## src/rtl/capt_sched.sv

```systemverilog
// capt_sched: queues packet descriptors and issues them one at a time to the capture write controller.
// Optional snaplen truncation of pkt_end is built when CAPT_SCHED_SNAPLEN_EN is defined.
module capt_sched #(
  parameter int DESC_DEPTH  = 8,
  parameter int TIMEOUT_CYC = 4096,
  parameter int IRQ_PKTS    = 16
) (
  input  logic        i_clk,
  input  logic        i_rst_n,
  input  logic        i_desc_valid,
  output logic        o_desc_ready,
  input  logic [31:0] i_desc_begin,
  input  logic [31:0] i_desc_end,
  input  logic [31:0] i_control,
  input  logic [31:0] i_capt_buf_start,
  input  logic [31:0] i_capt_buf_size,
  input  logic [15:0] i_snaplen,
  output logic        o_wr_ctrl,
  output logic [31:0] o_pkt_begin,
  output logic [31:0] o_pkt_end,
  output logic [31:0] o_ctrl_out,
  output logic [31:0] o_buf_start_out,
  output logic [31:0] o_buf_size_out,
  input  logic        i_wr_ctrl_rdy,
  input  logic        i_capt_buf_wrap,
  output logic [31:0] o_pkt_count,
  output logic [31:0] o_drop_count,
  output logic        o_err_timeout,
  output logic        o_irq
);
  // state | meaning
  // IDLE  | wait for a queued descriptor while enabled and error-free
  // ISSUE | start pulse on wr_ctrl, watchdog loaded
  // BUSY  | transfer in flight, watchdog counting down
  // GAP   | one dead cycle so the controller returns DONE->IDLE
  // HALT  | watchdog expired, waits for control[1]
  localparam int AW = $clog2(DESC_DEPTH);
  localparam int IRQ_DIV = (IRQ_PKTS == 0) ? 1 : IRQ_PKTS;
  localparam logic [31:0] WD_LOAD = 32'(TIMEOUT_CYC - 1);

  typedef enum logic [2:0] {S_IDLE, S_ISSUE, S_BUSY, S_GAP, S_HALT} state_t;

  state_t        r_state;
  logic [63:0]   r_mem [DESC_DEPTH];
  logic [AW-1:0] r_wr_ptr, r_rd_ptr;
  logic [AW:0]   r_count;
  logic          r_desc_ready;
  logic [31:0]   r_wd;
  logic          r_wr_ctrl, r_err, r_irq, r_wrap_d;
  logic [31:0]   r_pkt_begin, r_pkt_end, r_ctrl_out, r_buf_start, r_buf_size;
  logic [31:0]   r_pkt_count, r_drop_count;

  logic          w_push, w_keep, w_pop, w_empty, w_done, w_timeout, w_clr_stats;
  logic          w_irq_cnt_hit, w_irq_set;
  logic [AW:0]   w_count_nxt;
  logic [31:0]   w_head_begin, w_head_end, w_issue_end, w_pkt_inc;

  assign w_empty     = (r_count == '0);
  assign w_push      = i_desc_valid && r_desc_ready;
  assign w_keep      = w_push && i_control[0] && (i_desc_end > i_desc_begin);
  assign w_pop       = (r_state == S_IDLE) && !w_empty && i_control[0] && !r_err;
  assign w_count_nxt = r_count + {{AW{1'b0}}, w_keep} - {{AW{1'b0}}, w_pop};
  assign w_head_begin = r_mem[r_rd_ptr][63:32];
  assign w_head_end   = r_mem[r_rd_ptr][31:0];

`ifdef CAPT_SCHED_SNAPLEN_EN
  logic [31:0] w_len;
  assign w_len       = w_head_end - w_head_begin;
  assign w_issue_end = ((i_snaplen != 16'd0) && (w_len > {16'd0, i_snaplen}))
                       ? (w_head_begin + {16'd0, i_snaplen}) : w_head_end;
`else
  logic w_snaplen_unused;
  assign w_snaplen_unused = ^i_snaplen;
  assign w_issue_end      = w_head_end;
`endif

  assign w_done        = (r_state == S_BUSY) && i_wr_ctrl_rdy;
  assign w_timeout     = (r_state == S_BUSY) && !i_wr_ctrl_rdy && (r_wd <= 32'd1);
  assign w_clr_stats   = i_control[1];
  assign w_pkt_inc     = r_pkt_count + 32'd1;
  assign w_irq_cnt_hit = (IRQ_PKTS != 0) && w_done && !w_clr_stats &&
                         ((w_pkt_inc % 32'(IRQ_DIV)) == 32'd0);
  assign w_irq_set     = w_timeout || w_irq_cnt_hit || (i_capt_buf_wrap && !r_wrap_d);

  always_ff @(posedge i_clk) begin
    if (w_keep) r_mem[r_wr_ptr] <= {i_desc_begin, i_desc_end};
  end

  // Ready is registered so it reads 0 during reset and tracks !full afterwards.
  always_ff @(posedge i_clk or negedge i_rst_n) begin
    if (!i_rst_n) begin
      r_wr_ptr     <= '0;
      r_rd_ptr     <= '0;
      r_count      <= '0;
      r_desc_ready <= 1'b0;
    end else begin
      if (w_keep) r_wr_ptr <= r_wr_ptr + AW'(1);
      if (w_pop)  r_rd_ptr <= r_rd_ptr + AW'(1);
      r_count      <= w_count_nxt;
      r_desc_ready <= (w_count_nxt != (AW+1)'(DESC_DEPTH));
    end
  end

  always_ff @(posedge i_clk or negedge i_rst_n) begin
    if (!i_rst_n) begin
      r_state     <= S_IDLE;
      r_wr_ctrl   <= 1'b0;
      r_wd        <= '0;
      r_err       <= 1'b0;
      r_pkt_begin <= '0;
      r_pkt_end   <= '0;
      r_ctrl_out  <= '0;
      r_buf_start <= '0;
      r_buf_size  <= '0;
    end else begin
      r_wr_ctrl <= 1'b0;
      case (r_state)
        S_IDLE: if (w_pop) begin
          r_pkt_begin <= w_head_begin;
          r_pkt_end   <= w_issue_end;
          r_ctrl_out  <= i_control;
          r_buf_start <= i_capt_buf_start;
          r_buf_size  <= i_capt_buf_size;
          r_wr_ctrl   <= 1'b1;
          r_state     <= S_ISSUE;
        end
        S_ISSUE: begin
          r_wd    <= WD_LOAD;
          r_state <= S_BUSY;
        end
        S_BUSY: begin
          if (i_wr_ctrl_rdy) begin
            r_state <= S_GAP;
          end else if (w_timeout) begin
            r_err   <= 1'b1;
            r_state <= S_HALT;
          end else begin
            r_wd <= r_wd - 32'd1;
          end
        end
        S_GAP: r_state <= S_IDLE;
        S_HALT: if (i_control[1]) begin
          r_err   <= 1'b0;
          r_state <= S_IDLE;
        end
        default: r_state <= S_IDLE;
      endcase
    end
  end

  always_ff @(posedge i_clk or negedge i_rst_n) begin
    if (!i_rst_n) begin
      r_pkt_count  <= '0;
      r_drop_count <= '0;
      r_irq        <= 1'b0;
      r_wrap_d     <= 1'b0;
    end else begin
      r_wrap_d <= i_capt_buf_wrap;
      if (w_clr_stats) begin
        r_pkt_count  <= '0;
        r_drop_count <= '0;
      end else begin
        if (w_done)            r_pkt_count  <= w_pkt_inc;
        if (w_push && !w_keep) r_drop_count <= r_drop_count + 32'd1;
      end
      if (w_irq_set)         r_irq <= 1'b1;
      else if (i_control[2]) r_irq <= 1'b0;
    end
  end

  assign o_desc_ready    = r_desc_ready;
  assign o_wr_ctrl       = r_wr_ctrl;
  assign o_pkt_begin     = r_pkt_begin;
  assign o_pkt_end       = r_pkt_end;
  assign o_ctrl_out      = r_ctrl_out;
  assign o_buf_start_out = r_buf_start;
  assign o_buf_size_out  = r_buf_size;
  assign o_pkt_count     = r_pkt_count;
  assign o_drop_count    = r_drop_count;
  assign o_err_timeout   = r_err;
  assign o_irq           = r_irq;

endmodule

```

## config.mk

```make
export PLATFORM = sky130hd
export DESIGN_NAME = capt_sched
export DESIGN_NICKNAME = d
export VERILOG_FILES = /design/src/rtl/capt_sched.sv
export SDC_FILE = /design/constraint.sdc
export NUM_CORES = 1
export LEC_CHECK = 0
export CAP_MARGIN = 40
export CORE_MARGIN = 10
export CORE_UTILIZATION = 55
export CTS_BUF_LIST = sky130_fd_sc_hd__clkbuf_16
export DETAILED_ROUTE_END_ITERATION = 12
export PLACE_DENSITY_LB_ADDON = 0.1
export SLEW_MARGIN = 20
export SYNTH_ARGS = -nofsm -noshare
export SYNTH_HDL_FRONTEND = slang
export SYNTH_SLANG_ARGS = --single-unit
```

## constraint.sdc

```tcl
create_clock -name i_clk -period 13.1 [get_ports i_clk]
set_clock_uncertainty 0.05 [all_clocks]
set_input_delay 1.965 -clock i_clk [delete_from_list [all_inputs] [get_ports i_clk]]
set_output_delay 1.965 -clock i_clk [all_outputs]
set_load 0.02 [all_outputs]
```

==> impl_metrics.env <==
export IMPL_die_x_um=259
export IMPL_clk_pin_slew_ns=0.06
export IMPL_ant_nets=0
export IMPL_dieArea_um2=67100
export IMPL_vias=18043
export IMPL_required_ns=13.29
export IMPL_clock_latency_ns=0.62
export IMPL_hold_path_class="register to register"
export IMPL_path_class="primary input to register"
export IMPL_path_max_fanout=46
export IMPL_drv_slew=0
export IMPL_grt_use_total=0.224
export IMPL_power_leakage_nw=14.2
export IMPL_gp_congestion=0.808
export IMPL_worst_setup_path_end_kind="register"
export IMPL_clock_sinks=786
export IMPL_grt_start_max_net_pins=168
export IMPL_r2r_slack_ns=8.55
export IMPL_post_dp_hpwl_um=48800
export IMPL_htree_levels=3
export IMPL_synthCells=1874
export IMPL_synth_top_area_share=0.489
export IMPL_firstDrtPassIters=5
export IMPL_cts_tree="built"
export IMPL_synth_avg_cell_area_um2=16.8
export IMPL_p_per_area_nw_per_um2=199
export IMPL_yosysWarnings=0
export IMPL_final_common_cell="edfxtp_1"
export IMPL_layout_common_cells="512 x edfxtp_1, 390 x clkdlybuf4s50_1, 271 x dfrtp_1"
export IMPL_rsz0062_at_grt="no"
export IMPL_syn2layout_area_growth_pct=24.2
export IMPL_ir_worst_vdd_v=0.000159
export IMPL_yosysTopAreaCell="edfxtp_1"
export IMPL_cts_buffers=80
export IMPL_root_buffer="clkbuf_16"
export IMPL_grt_pass1_wl_um=115000
export IMPL_start_util=0.557
export IMPL_drive_above_1_share=0.172
export IMPL_routedWlPerCell_um=24.1
export IMPL_num_rows=87
export IMPL_ios=409
export IMPL_remaining_drc_errors=0
export IMPL_maxCapViolations=0
export IMPL_fmax_ghz=0.147
export IMPL_synth_seq_cells=786
export IMPL_stdcell_area_um2=39100
export IMPL_wl_um=75300
export IMPL_setup_slack_ns=6.32
export IMPL_hold_viol=0
export IMPL_setup_viol_count_final=0
export IMPL_worst_ep_arrival_time_ns=6.98
export IMPL_yosys_cell_types_count=56
export IMPL_io_buffers=392
export IMPL_post_route_period_util=0.518
export IMPL_synth_async_reset_ratio=0.349
export IMPL_worst_pin_slew_ns=0.884
export IMPL_nFillCells=3693
export IMPL_setup_tns_ns=0
export IMPL_coreArea_um2=56500
export IMPL_place_area_um2=36500
export IMPL_antenna_found_initial=11
export IMPL_synth_edf_count=512
export IMPL_maxSlewHeadroom=0.411
export IMPL_grt_pass1_vias=18633
export IMPL_yosysSeqAreaShare=0.707
export IMPL_die_h_um=259
export IMPL_syn_nets=2100
export IMPL_fin_util=0.692
export IMPL_multi_input_area_um2=8750
export IMPL_post_cts_buffers=0
export IMPL_via_per_inst=5.77
export IMPL_synth_area_leaders="edfxtp_1 49%, dfrtp_1 22%, mux4_2 9.2%, mux2_2 3.6%, mux2i_1 2.1%"
export IMPL_ctsLongestPathBuffers=3
export IMPL_grt_overflow_total=0
export IMPL_hold_buffers=0
export IMPL_layout_min_cycle_time_ns=6.78
export IMPL_ctsResizeCount=0
export IMPL_num_nets_final=2533
export IMPL_startpoint_type="primary input"
export IMPL_dp_slack_ns=5.71
export IMPL_ff_latch_area_um2=22200
export IMPL_outcome="finished, final reports clean"
export IMPL_netlist_area_um2=31400
export IMPL_ys_flop_type="edfxtp_1"
export IMPL_drtIter0Drc=1363
## critical path: stages
cell             delay, ns
clkdlybuf4s50_1       0.68
inv_1                 0.18
ha_1                  0.34
nand4_1               0.14
nand4bb_1             0.26
or4b_2                0.64
a31oi_1               0.63
nor2_1                0.37
nor3_2                0.58
buf_4                 0.42
buf_4                 0.68
## through the flow
step / power, W / hold slack, ns / instances
floorplan: 0.00469 / 0.439 / 1874
global placement: 0.00564 / 0.403 / 2966
detailed placement: 0.00572 / 0.405 / 2976
CTS: 0.00788 / 0.420 / 3123
global route: 0.00814 / 0.431 / 3129
finish: 0.00779 / 0.420 / 3129
## cell usage after synthesis, drive strengths merged (4+ instances only)
| cell type | n |
|---|---|
| buf | 26 |
| and2 | 7 |
| and4 | 7 |
| edfxtp | 512 |
| a21oi | 107 |
| mux4 | 128 |
| nor4 | 18 |
| ha | 44 |
| and3 | 16 |
| or4 | 18 |
| nand4 | 22 |
| a31o | 6 |
| dfrtp | 274 |
| nand2 | 55 |
| xor2 | 26 |
| o21ai | 26 |
| nor4b | 5 |
| nand3 | 27 |
| o31ai | 5 |
| or3 | 21 |
| mux2 | 100 |
| inv | 56 |
| xnor2 | 42 |
| clkbuf | 56 |
| nor2 | 136 |
| o21a | 4 |
| nor3 | 22 |
| nor2b | 7 |
| mux2i | 65 |
## state kept, by name, summed over array words and instances, names as in the netlist, 3 cells and up
register and cells:
o_buf_size_out 32, o_buf_start_out 32, o_ctrl_out 32, o_drop_count 32
o_pkt_begin 32, o_pkt_count 32, o_pkt_end 32, r_count 4
r_mem 512, r_rd_ptr 3, r_state 3, r_wd 32
r_wr_ptr 3
## where the power goes
part / internal [W] / switching (W) / total [W]
logic: 0.00121 / 0.00120 / 0.00241
clock network: 0.00122 / 0.000927 / 0.00214
registers: 0.00299 / 0.000244 / 0.00323
total: 0.00542 / 0.00237 / 0.00779
## worst paths after layout
| kind | start | end | cells past startpoint |
|---|---|---|---|
| worst min register to register | o_ctrl_out[0]$_DFFE_PN0P_ | o_ctrl_out[0]$_DFFE_PN0P_ | 1 |
| worst min-delay path | o_ctrl_out[0]$_DFFE_PN0P_ | o_ctrl_out[0]$_DFFE_PN0P_ | 1 |
| worst max register to register | o_desc_ready$_DFF_PN0_ | r_mem[3][47]$_DFFE_PP_ | 7 |
| max in group asynchronous | i_rst_n | o_drop_count[6]$_DFFE_PN0P_ | 2 |
| worst max-delay path | i_desc_begin[30] | r_mem[3][47]$_DFFE_PP_ | 11 |
| min in group asynchronous | i_rst_n | o_buf_start_out[18]$_DFFE_PN0P_ | 1 |
## logic make-up after synthesis
group / share of synthesized area
muxes: 0.148
DFF: 0.707
AOI/OAI and AO/OA: 0.0301
adders and majority gates: 0.0181
and+or+nand+nor: 0.0610
xor gates and xnor gates: 0.0189
buffers and inverters: 0.0166
## metal layers
metal / GRT usage / vias up / part of all wire
li1: - / 8063 / -
met1: 0.294 / 9314 / 0.41
met2: 0.373 / 524 / 0.50
met3: 0.0492 / 122 / 0.063
met4: 0.0632 / 20 / 0.020
met5: 0 / - / 0.0019
## layout make-up
class | count | share of cell area
Clock inverter | 63 | 0.00954
Timing Repair Buffer | 433 | 0.114
Inverter | 56 | 0.00538
Antenna cell | 1 | 0.0000641
Multi-Input combinational cell | 950 | 0.224
Clock buffer | 84 | 0.0538
Tap cell | 756 | 0.0242
Sequential cell | 786 | 0.569
Note: power is estimated with default switching activity, not from simulation.
